[config.mk]
export PLATFORM = sky130hd
export DESIGN_NAME = rf_bus_sequencer
export DESIGN_NICKNAME = d
export VERILOG_FILES = /design/src/rtl/rf_seq_defs.sv /design/src/rtl/rf_seq_alu.sv /design/src/rtl/rf_bus_sequencer.sv
export SDC_FILE = /design/constraint.sdc
export NUM_CORES = 1
export LEC_CHECK = 0
export CAP_MARGIN = 20
export CORE_ASPECT_RATIO = 1.4
export CORE_MARGIN = 3
export CORE_UTILIZATION = 40
export DETAILED_ROUTE_END_ITERATION = 12
export PLACE_DENSITY = 0.75
export SYNTH_ARGS = -nofsm -noshare
export SYNTH_HDL_FRONTEND = slang
export SYNTH_SLANG_ARGS = --single-unit
[constraint.sdc]
create_clock -name clk -period 3.63 [get_ports clk]
set_input_delay 0.363 -clock clk [delete_from_list [all_inputs] [get_ports clk]]
set_output_delay 0.363 -clock clk [all_outputs]
set_load 0.01 [all_outputs]
[src/rtl/rf_seq_defs.sv]
// Shared definitions for the register-file bus sequencer: width defaults,
// opcode and FSM state encodings.
package rf_seq_defs;

    localparam int unsigned DEF_DATA_W = 32;
    localparam int unsigned DEF_SEL_W  = 4;

    typedef enum logic [2:0] {
        OP_MOV = 3'd0,
        OP_LDI = 3'd1,
        OP_ADD = 3'd2,
        OP_SUB = 3'd3,
        OP_AND = 3'd4,
        OP_OR  = 3'd5,
        OP_RD  = 3'd6,
        OP_ILL = 3'd7
    } op_e;

    typedef enum logic [2:0] {
        S_IDLE   = 3'd0,
        S_READ_A = 3'd1,
        S_READ_B = 3'd2,
        S_EXEC   = 3'd3,
        S_WRITE  = 3'd4,
        S_RESP   = 3'd5
    } state_e;

endpackage

[src/rtl/rf_seq_alu.sv]
// Combinational result generator for the sequencer's EXEC beat.
module rf_seq_alu
    import rf_seq_defs::*;
#(
    parameter int unsigned DATA_W = DEF_DATA_W
) (
    input  op_e               op,
    input  logic [DATA_W-1:0] a,
    input  logic [DATA_W-1:0] b,
    input  logic [DATA_W-1:0] imm,
    output logic [DATA_W-1:0] result
);

    always_comb begin
        result = '0;
        case (op)
            OP_MOV:  result = a;
            OP_LDI:  result = imm;
            OP_ADD:  result = a + b;
            OP_SUB:  result = a - b;
            OP_AND:  result = a & b;
            OP_OR:   result = a | b;
            OP_RD:   result = a;
            default: result = '0;
        endcase
    end

endmodule

[src/rtl/rf_bus_sequencer.sv]
// Sole bus master of the register file: runs one MOV/LDI/ALU/RD transfer per
// request, one bus beat per cycle, and returns the result over a handshake.
module rf_bus_sequencer
    import rf_seq_defs::*;
#(
    parameter int unsigned DATA_W = DEF_DATA_W,
    parameter int unsigned SEL_W  = DEF_SEL_W
) (
    input  logic              clk,
    input  logic              clear_n,
    input  logic              req_valid,
    output logic              req_ready,
    input  logic [2:0]        req_op,
    input  logic [SEL_W-1:0]  req_rd,
    input  logic [SEL_W-1:0]  req_ra,
    input  logic [SEL_W-1:0]  req_rb,
    input  logic [DATA_W-1:0] req_imm,
    output logic              rsp_valid,
    input  logic              rsp_ready,
    output logic [DATA_W-1:0] rsp_data,
    output logic              rsp_err,
    output logic              rf_write_enable,
    output logic [SEL_W-1:0]  rf_reg_select,
    output logic [DATA_W-1:0] rf_bus_out,
    input  logic [DATA_W-1:0] rf_bus_in
);

    state_e             state, state_nxt;
    op_e                op_q;
    logic [SEL_W-1:0]   rd_q, ra_q, rb_q;
    logic [DATA_W-1:0]  imm_q, a_q, b_q, z_q;
    logic [DATA_W-1:0]  alu_result;
    logic               accept;

    assign accept = (state == S_IDLE) && req_valid;

    rf_seq_alu #(.DATA_W(DATA_W)) u_alu (
        .op     (op_q),
        .a      (a_q),
        .b      (b_q),
        .imm    (imm_q),
        .result (alu_result)
    );

    always_ff @(posedge clk or negedge clear_n) begin
        if (!clear_n) state <= S_IDLE;
        else          state <= state_nxt;
    end

    // z_q is cleared on accept so an illegal op responds with zero without an EXEC beat
    always_ff @(posedge clk or negedge clear_n) begin
        if (!clear_n) begin
            op_q  <= OP_MOV;
            rd_q  <= '0;
            ra_q  <= '0;
            rb_q  <= '0;
            imm_q <= '0;
            a_q   <= '0;
            b_q   <= '0;
            z_q   <= '0;
        end else begin
            if (accept) begin
                op_q  <= op_e'(req_op);
                rd_q  <= req_rd;
                ra_q  <= req_ra;
                rb_q  <= req_rb;
                imm_q <= req_imm;
                z_q   <= '0;
            end
            if (state == S_READ_A) a_q <= rf_bus_in;
            if (state == S_READ_B) b_q <= rf_bus_in;
            if (state == S_EXEC)   z_q <= alu_result;
        end
    end

    always_comb begin
        state_nxt       = state;
        req_ready       = 1'b0;
        rsp_valid       = 1'b0;
        rsp_data        = '0;
        rsp_err         = 1'b0;
        rf_write_enable = 1'b0;
        rf_reg_select   = '0;
        rf_bus_out      = '0;
        case (state)
            S_IDLE: begin
                req_ready = 1'b1;
                if (req_valid) begin
                    case (op_e'(req_op))
                        OP_LDI:  state_nxt = S_EXEC;
                        OP_ILL:  state_nxt = S_RESP;
                        default: state_nxt = S_READ_A;
                    endcase
                end
            end
            S_READ_A: begin
                rf_reg_select = ra_q;
                state_nxt = (op_q == OP_MOV || op_q == OP_RD) ? S_EXEC : S_READ_B;
            end
            S_READ_B: begin
                rf_reg_select = rb_q;
                state_nxt     = S_EXEC;
            end
            S_EXEC: begin
                state_nxt = (op_q == OP_RD) ? S_RESP : S_WRITE;
            end
            S_WRITE: begin
                rf_write_enable = 1'b1;
                rf_reg_select   = rd_q;
                rf_bus_out      = z_q;
                state_nxt       = S_RESP;
            end
            S_RESP: begin
                rsp_valid = 1'b1;
                rsp_data  = z_q;
                rsp_err   = (op_q == OP_ILL);
                if (rsp_ready) state_nxt = S_IDLE;
            end
            default: state_nxt = S_IDLE;
        endcase
    end

endmodule
## Word level (Yosys, flattened, before mapping)

Cells that the tools add are included.

| storage, ports and cells | value |
|---|---|
| register bits | 146 |
| input bits | 83 |
| output and inout bits | 72 |
| logic and storage cells | 52 |

| cells by class | value |
|---|---|
| add/sub/neg operators | 2 |
| equality and inequality tests | 16 |
| multiplexer cells | 16 |
| bitwise gates (word level) | 2 |
| reductions and logical operators | 7 |

Operators with widths:

| kind | number |
|---|---|
| $pmux 32 s6 | 1 |
| $mux 32 | 4 |
| $add 32x32->32 | 1 |
| $and 32x32->32 | 1 |
| $or 32x32->32 | 1 |
| $sub 32x32->32 | 1 |
| $eq 3x3->1 const B | 7 |
| $pmux 3 s6 | 1 |
| $eq 3x2->1 const B | 4 |
| $pmux 4 s3 | 1 |
| $eq 3x1->1 const B | 3 |
| $logic_not 3->1 | 2 |
| $mux 1 | 6 |
| $mux 3 | 2 |
| $pmux 3 s2 | 1 |
| $ne 2x2->1 const B | 2 |
| $reduce_and 2->1 | 1 |
| $reduce_bool 2->1 | 1 |
| $reduce_or 2->1 | 1 |
| $logic_and 1x1->1 | 1 |
| $logic_or 1x1->1 | 1 |

## Depth between registers and ports, before layout

| depth | value |
|---|---|
| depth after elaboration | 4 |
| gate-level depth with buffers | 16 |
| mapped depth without buffers | 16 |

## Hierarchy

Synthesis repeated with hierarchy kept, for this count alone.

| unflattened totals | value |
|---|---|
| cell total of the unflattened synthesis | 1015 |
| area, all modules | 9786.9 um^2 |

By module, submodules not included:

| module | times used | cells an instance | area an instance (um^2) | sequential area each (um^2) |
|---|---|---|---|---|
| rf_bus_sequencer | 1 | 423 | 5995.8 | 3653.5 |
| rf_seq_alu | 1 | 592 | 3791.1 | 0.0 |

## Worst setup path before layout

Ideal clock, no wire load.

| path | value |
|---|---|
| kind | register -> register |
| start point | reg b_q[2] |
| end point | reg z_q[29] |
| library setup time | 65 ps |
| arrival time | 3455 ps |
| data required time | 3565 ps |
| setup slack | 110 ps |
| cell stages (with the launch flop) | 15 |
| path buffers | 1 |
| period minus slack after synthesis | 3520 ps |
| path through | dfrtp_1 > buf_2 > nor4_4 > nand2_1 > or3_1 > o31ai_1 > xor2_1 > ha_1 > and3_1 > and4_4 > nand3_2 > o211ai_4 > a21oi_2 > or4_1 > nand2_1 |

| between the ends | value |
|---|---|
| cells in the longest elaborated chain, start to end | 3 |
| elaborated cells on any way between the ends | 4 |
| those cells by class | add/sub (2); mux (2) |

Ends and longest elaborated chain:

| element | line | text |
|---|---|---|
| start, declared | rf_bus_sequencer.sv:31 | `logic [DATA_W-1:0] imm_q, a_q, b_q, z_q;` |
| start signal, assigned | rf_bus_sequencer.sv:71 | `if (state == S_READ_B) b_q <= rf_bus_in;` |
| $sub 32x32->32 or $add 32x32->32 (tied branches) | rf_seq_alu.sv:20, rf_seq_alu.sv:19 |  |
| $pmux 32 s6 * | rf_seq_alu.sv:16 | `case (op)` |
| $mux 32 * | rf_bus_sequencer.sv:72 | `if (state == S_EXEC) z_q <= alu_result;` |
| end signal, assigned | rf_bus_sequencer.sv:72 |  |
| end, declared | rf_bus_sequencer.sv:31 |  |

Every way passes the cells marked *; elsewhere a longest branch is shown, timed or not.
A chain may end at the register's enable or synchronous reset.

## Worst setup path after layout

| path | value |
|---|---|
| start point | reg b_q[9] |
| end point | reg z_q[29] |

Same word-level chain as after synthesis.

==> impl_summary.txt <==
----------------------------------------------------
[Worst setup path]
  Critical path start-end classification ... reg -> reg
  Slowest cell on the critical path ... sky130_fd_sc_hd__or4_4
  Gate family responsible for the most delay along the worst path ... simple AND/OR/NAND/NOR gates
  Startpoint kind of the worst setup timing path ... flop
  Kind of end point of the critical path ... flop
  Total buffers and inverters traversed by the critical path ... 1
  Data required, critical path ... 4.02 ns
  Crit-path max FO ... 5
  Critical path's largest stage delay ... roughly 0.56 ns
  Crit path arrival time ... around 4 ns
  Critical Path, Cell by Cell ... or4_4 > nand4bb_4 > nor2_8 > buf_4 > a21oi_1 > xnor2_1 > ha_1 > and3_1 > and4_4 > nand3_2 > o211ai_4 > a21oi_2 > or4_1 > nand2_1

[Placed design]
  Input/output buffers ... 154
  HPWL after DPL ... 24100 um
  Dpl cells ... 1571
  Post-placement setup slack ... 0.0685 ns
  Area after DPL ... 0.0121 sq mm
  Placer congestion estimate ... 0.978

[Floorplanning]
  Placement row count ... between 60 and 70
  Die extent in x ... 138 um
  Die Ht ... 191 um
  Area of the core ... 0.0240 sq mm
  Total Die Area ... 0.0264 sq mm
  Initial Util ... 40.8%
  I/O pin cnt ... between 150 and 200

[Global route]
  Aggregate global-route resource usage ... 24.1%
  Largest net degree at the start of global routing ... 72
  Global-route wire length before repair ... 50100 um
  Overflow left after global routing ... 0
  Vias in the first global route ... 9091
  Number of antenna violations at the first check in global routing ... 0

[Final layout]
  Nets ... 1403
  Fraction of final layout cells sized beyond drive strength 1 ... between 10% and 20%
  Antenna cell count ... 0
  Number of standard cells in the layout, taps in and fillers out ... between 1500 and 2000
  Summed area of non-filler cells in the final layout ... approximately 0.013 sq mm
  Area added between synthesis and finish ... 31.0%

[Clocking]
  Clk Tree Root Cell ... sky130_fd_sc_hd__clkbuf_16
  Clock tree sinks ... 146
  Insertion delay to the later sink of the worst-skew pair ... 0.45 ns
  Clock transition at the registers of the reported paths ... 0.07 ns
  # H-tree levels ... 4
  TritonCTS clock tree ... built
  CTS Buffer Depth ... 2
  Cts bufs inserted ... 17

[Synth]
  Flip-flop and latch count after synthesis ... 146
  Synth cell count leaders ... sky130_fd_sc_hd__dfrtp_1 (146), sky130_fd_sc_hd__a21oi_1 (109), sky130_fd_sc_hd__o21ai_0 (103), sky130_fd_sc_hd__nand2_1 (100), sky130_fd_sc_hd__mux2_2 (76)
  Area fraction of the dominant cell type after synthesis ... 37.3%
  Post-synthesis cell type count ... 75
  Post-synth EDFFs ... 0
  Cell with the most instances after synthesis ... sky130_fd_sc_hd__dfrtp_1
  Yosys warns ... 0
  Portion of the post-synthesis area used by sequential elements ... 37.3%
  Post-synthesis instance area ... 0.00979 sq mm
  Mean instance size in the synthesized netlist ... 8.86 sq um
  Net Count, Synth ... 1223
  Fraction of registers with async set or reset after synthesis ... 100%
  Dominant register cell in the synthesized netlist ... sky130_fd_sc_hd__dfrtp_1
  Leading area contributor after synthesis ... sky130_fd_sc_hd__dfrtp_1
  Synth top area cells ... sky130_fd_sc_hd__dfrtp_1 (37%), sky130_fd_sc_hd__mux2_2 (8.7%), sky130_fd_sc_hd__a21oi_1 (5.6%)
  Syn Inst Count ... between 1000 and 1500

[STA]
  Post-route clock period utilization ... 98.4%
  Post-route minimum period ... roughly 3.6 ns
  Highest clock rate ... 280 MHz
  Final-report hold violation count ... 0
  Max-slew violation count ... 0
  Worst hold slack ... 0.468 ns
  Final setup margin ... approximately 0.056 ns
  Clock Skew ... 0.0114 ns
  Final setup violation count ... 0
  Unrepaired setup endpoints after global routing ... yes
  Worst Max-Slew Pin Slew ... 0.919 ns
  Tightest slew margin relative to the limit ... 38.7%

[Drt]
  Number of vias after detailed routing ... 9134
  DRC violation count after routing ... 0
  First-pass iteration count of the detailed router ... 5
  Wirelength, routed ... between 30000 and 40000 um
  Average wire per cell in the routed design ... 20.1 um
  Routed via count divided by cell count ... 5.68
  Post-route antenna net violation count ... 0
  Number of DRC violations after detailed-routing iteration 0 ... 803

[Pwr]
  Maximum resistive drop on vdd ... 0.597 mV
  LEAKAGE ... 5.45 nW
  Power per standard cell area ... 1180 mW/mm^2
  Power, Total ... 15.1 mW

[Worst hold path]
  Path type of the worst min-delay path ... in -> reg

[Run]
  MaxCap Viol Count ... 0

[Status]
  Status ... finished, final reports clean

----------------------------------------------------
==> flip-flops by register name (all words and copies together), names as in the netlist <==
signal and flops:
state 3, rb_q 4, b_q 32, z_q 32, op_q 3, imm_q 32
rd_q 4, ra_q 4, a_q 32
==> layout by cell type (no fill, tap or decap), drive strengths merged, types with 9 or more instances in the layout <==
cell type | Yosys | routed
a211oi | 11 | 11
a21o | 14 | 14
a21oi | 110 | 110
a31oi | 10 | 10
and2 | 34 | 34
and3 | 38 | 38
buf | 23 | 84
clkbuf | 54 | 17
clkdlybuf4s50 | 0 | 153
dfrtp | 146 | 146
ha | 34 | 34
inv | 47 | 55
mux2 | 76 | 76
nand2 | 101 | 101
nand2b | 23 | 23
nand3 | 22 | 22
nand3b | 9 | 9
nor2 | 40 | 40
nor3 | 36 | 36
o21ai | 104 | 104
o22ai | 17 | 17
o31ai | 10 | 10
xnor2 | 29 | 29
xor2 | 22 | 22
==> worst paths after layout <==
| path | startpoint | endpoint | slack (ns) | depth (start not counted) |
|---|---|---|---|---|
| max | b_q[9]$_DFFE_PN0N_ | z_q[29]$_DFFE_PN0P_ | 0.06 | 14 |
| max reg2reg | b_q[9]$_DFFE_PN0N_ | z_q[29]$_DFFE_PN0P_ | 0.06 | 14 |
| min reg2reg | imm_q[1]$_DFFE_PN0P_ | imm_q[1]$_DFFE_PN0P_ | 0.51 | 1 |
| max in group asynchronous | clear_n | imm_q[4]$_DFFE_PN0P_ | 2.23 | 3 |
| min | req_imm[5] | imm_q[5]$_DFFE_PN0P_ | 0.47 | 3 |
| min in group asynchronous | clear_n | a_q[17]$_DFFE_PN0N_ | 0.49 | 2 |
==> layer usage <==
layer,vias to the layer above,share of wire [%],GRT usage (%)
li1,4333,-,-
met1,4461,39,26.6
met2,265,52,43.5
met3,75,3.5,3.50
met4,0,5.9,14.7
met5,-,0,0
==> area by class of cell <==
type / count / area (sq um)
multi-input combinational: 835 / 5790
fill: 2264 / 11100
sequential: 146 / 3660
clock buffer: 17 / 425
timing repair buffer: 238 / 2200
tap: 310 / 388
clock inverter: 15 / 188
inverter: 47 / 176
==> through the flow <==
| step | setup TNS [ns] | util, % |
|---|---|---|
| 2_1_floorplan | 0 | - |
| 3_3_place_gp | 0 | 50.3 |
| 3_5_place_dp | 0 | 50.3 |
| 4_1_cts | 0 | 52.9 |
| 5_1_grt | -0.137 | 53.5 |
| 6_report | 0 | 53.5 |
==> what timing repair did <==
action,CTS,global route
endpoints found under the hold margin,68,0
gates resized for setup,0,30
endpoints found under the setup margin,0,14
buffers inserted,0,4
hold buffers,1,0
==> where the power goes <==
part,internal [mW],switching [mW]
clock network,1.04,0.801
logic,4.39,5.67
registers,2.43,0.754
total,7.87,7.23
==> worst min-delay path, cell delays in order <==
cell                              delay [ns]
sky130_fd_sc_hd__clkdlybuf4s50_1        0.39
sky130_fd_sc_hd__nand2_1                0.05
sky130_fd_sc_hd__o21ai_0                0.06
==> cell families after synthesis <==
group	after synthesis	synth area share, %
flip-flops	146	37.3
AO/OA/AOI/OAI	327	20.4
multiplexers	82	9.36
adder cells (fa/ha/maj)	35	4.55
buffers and inverters	124	4.92
AND/OR/NAND/NOR	340	18.8
XOR/XNOR	51	4.64
(Power assumes the default switching activity.)
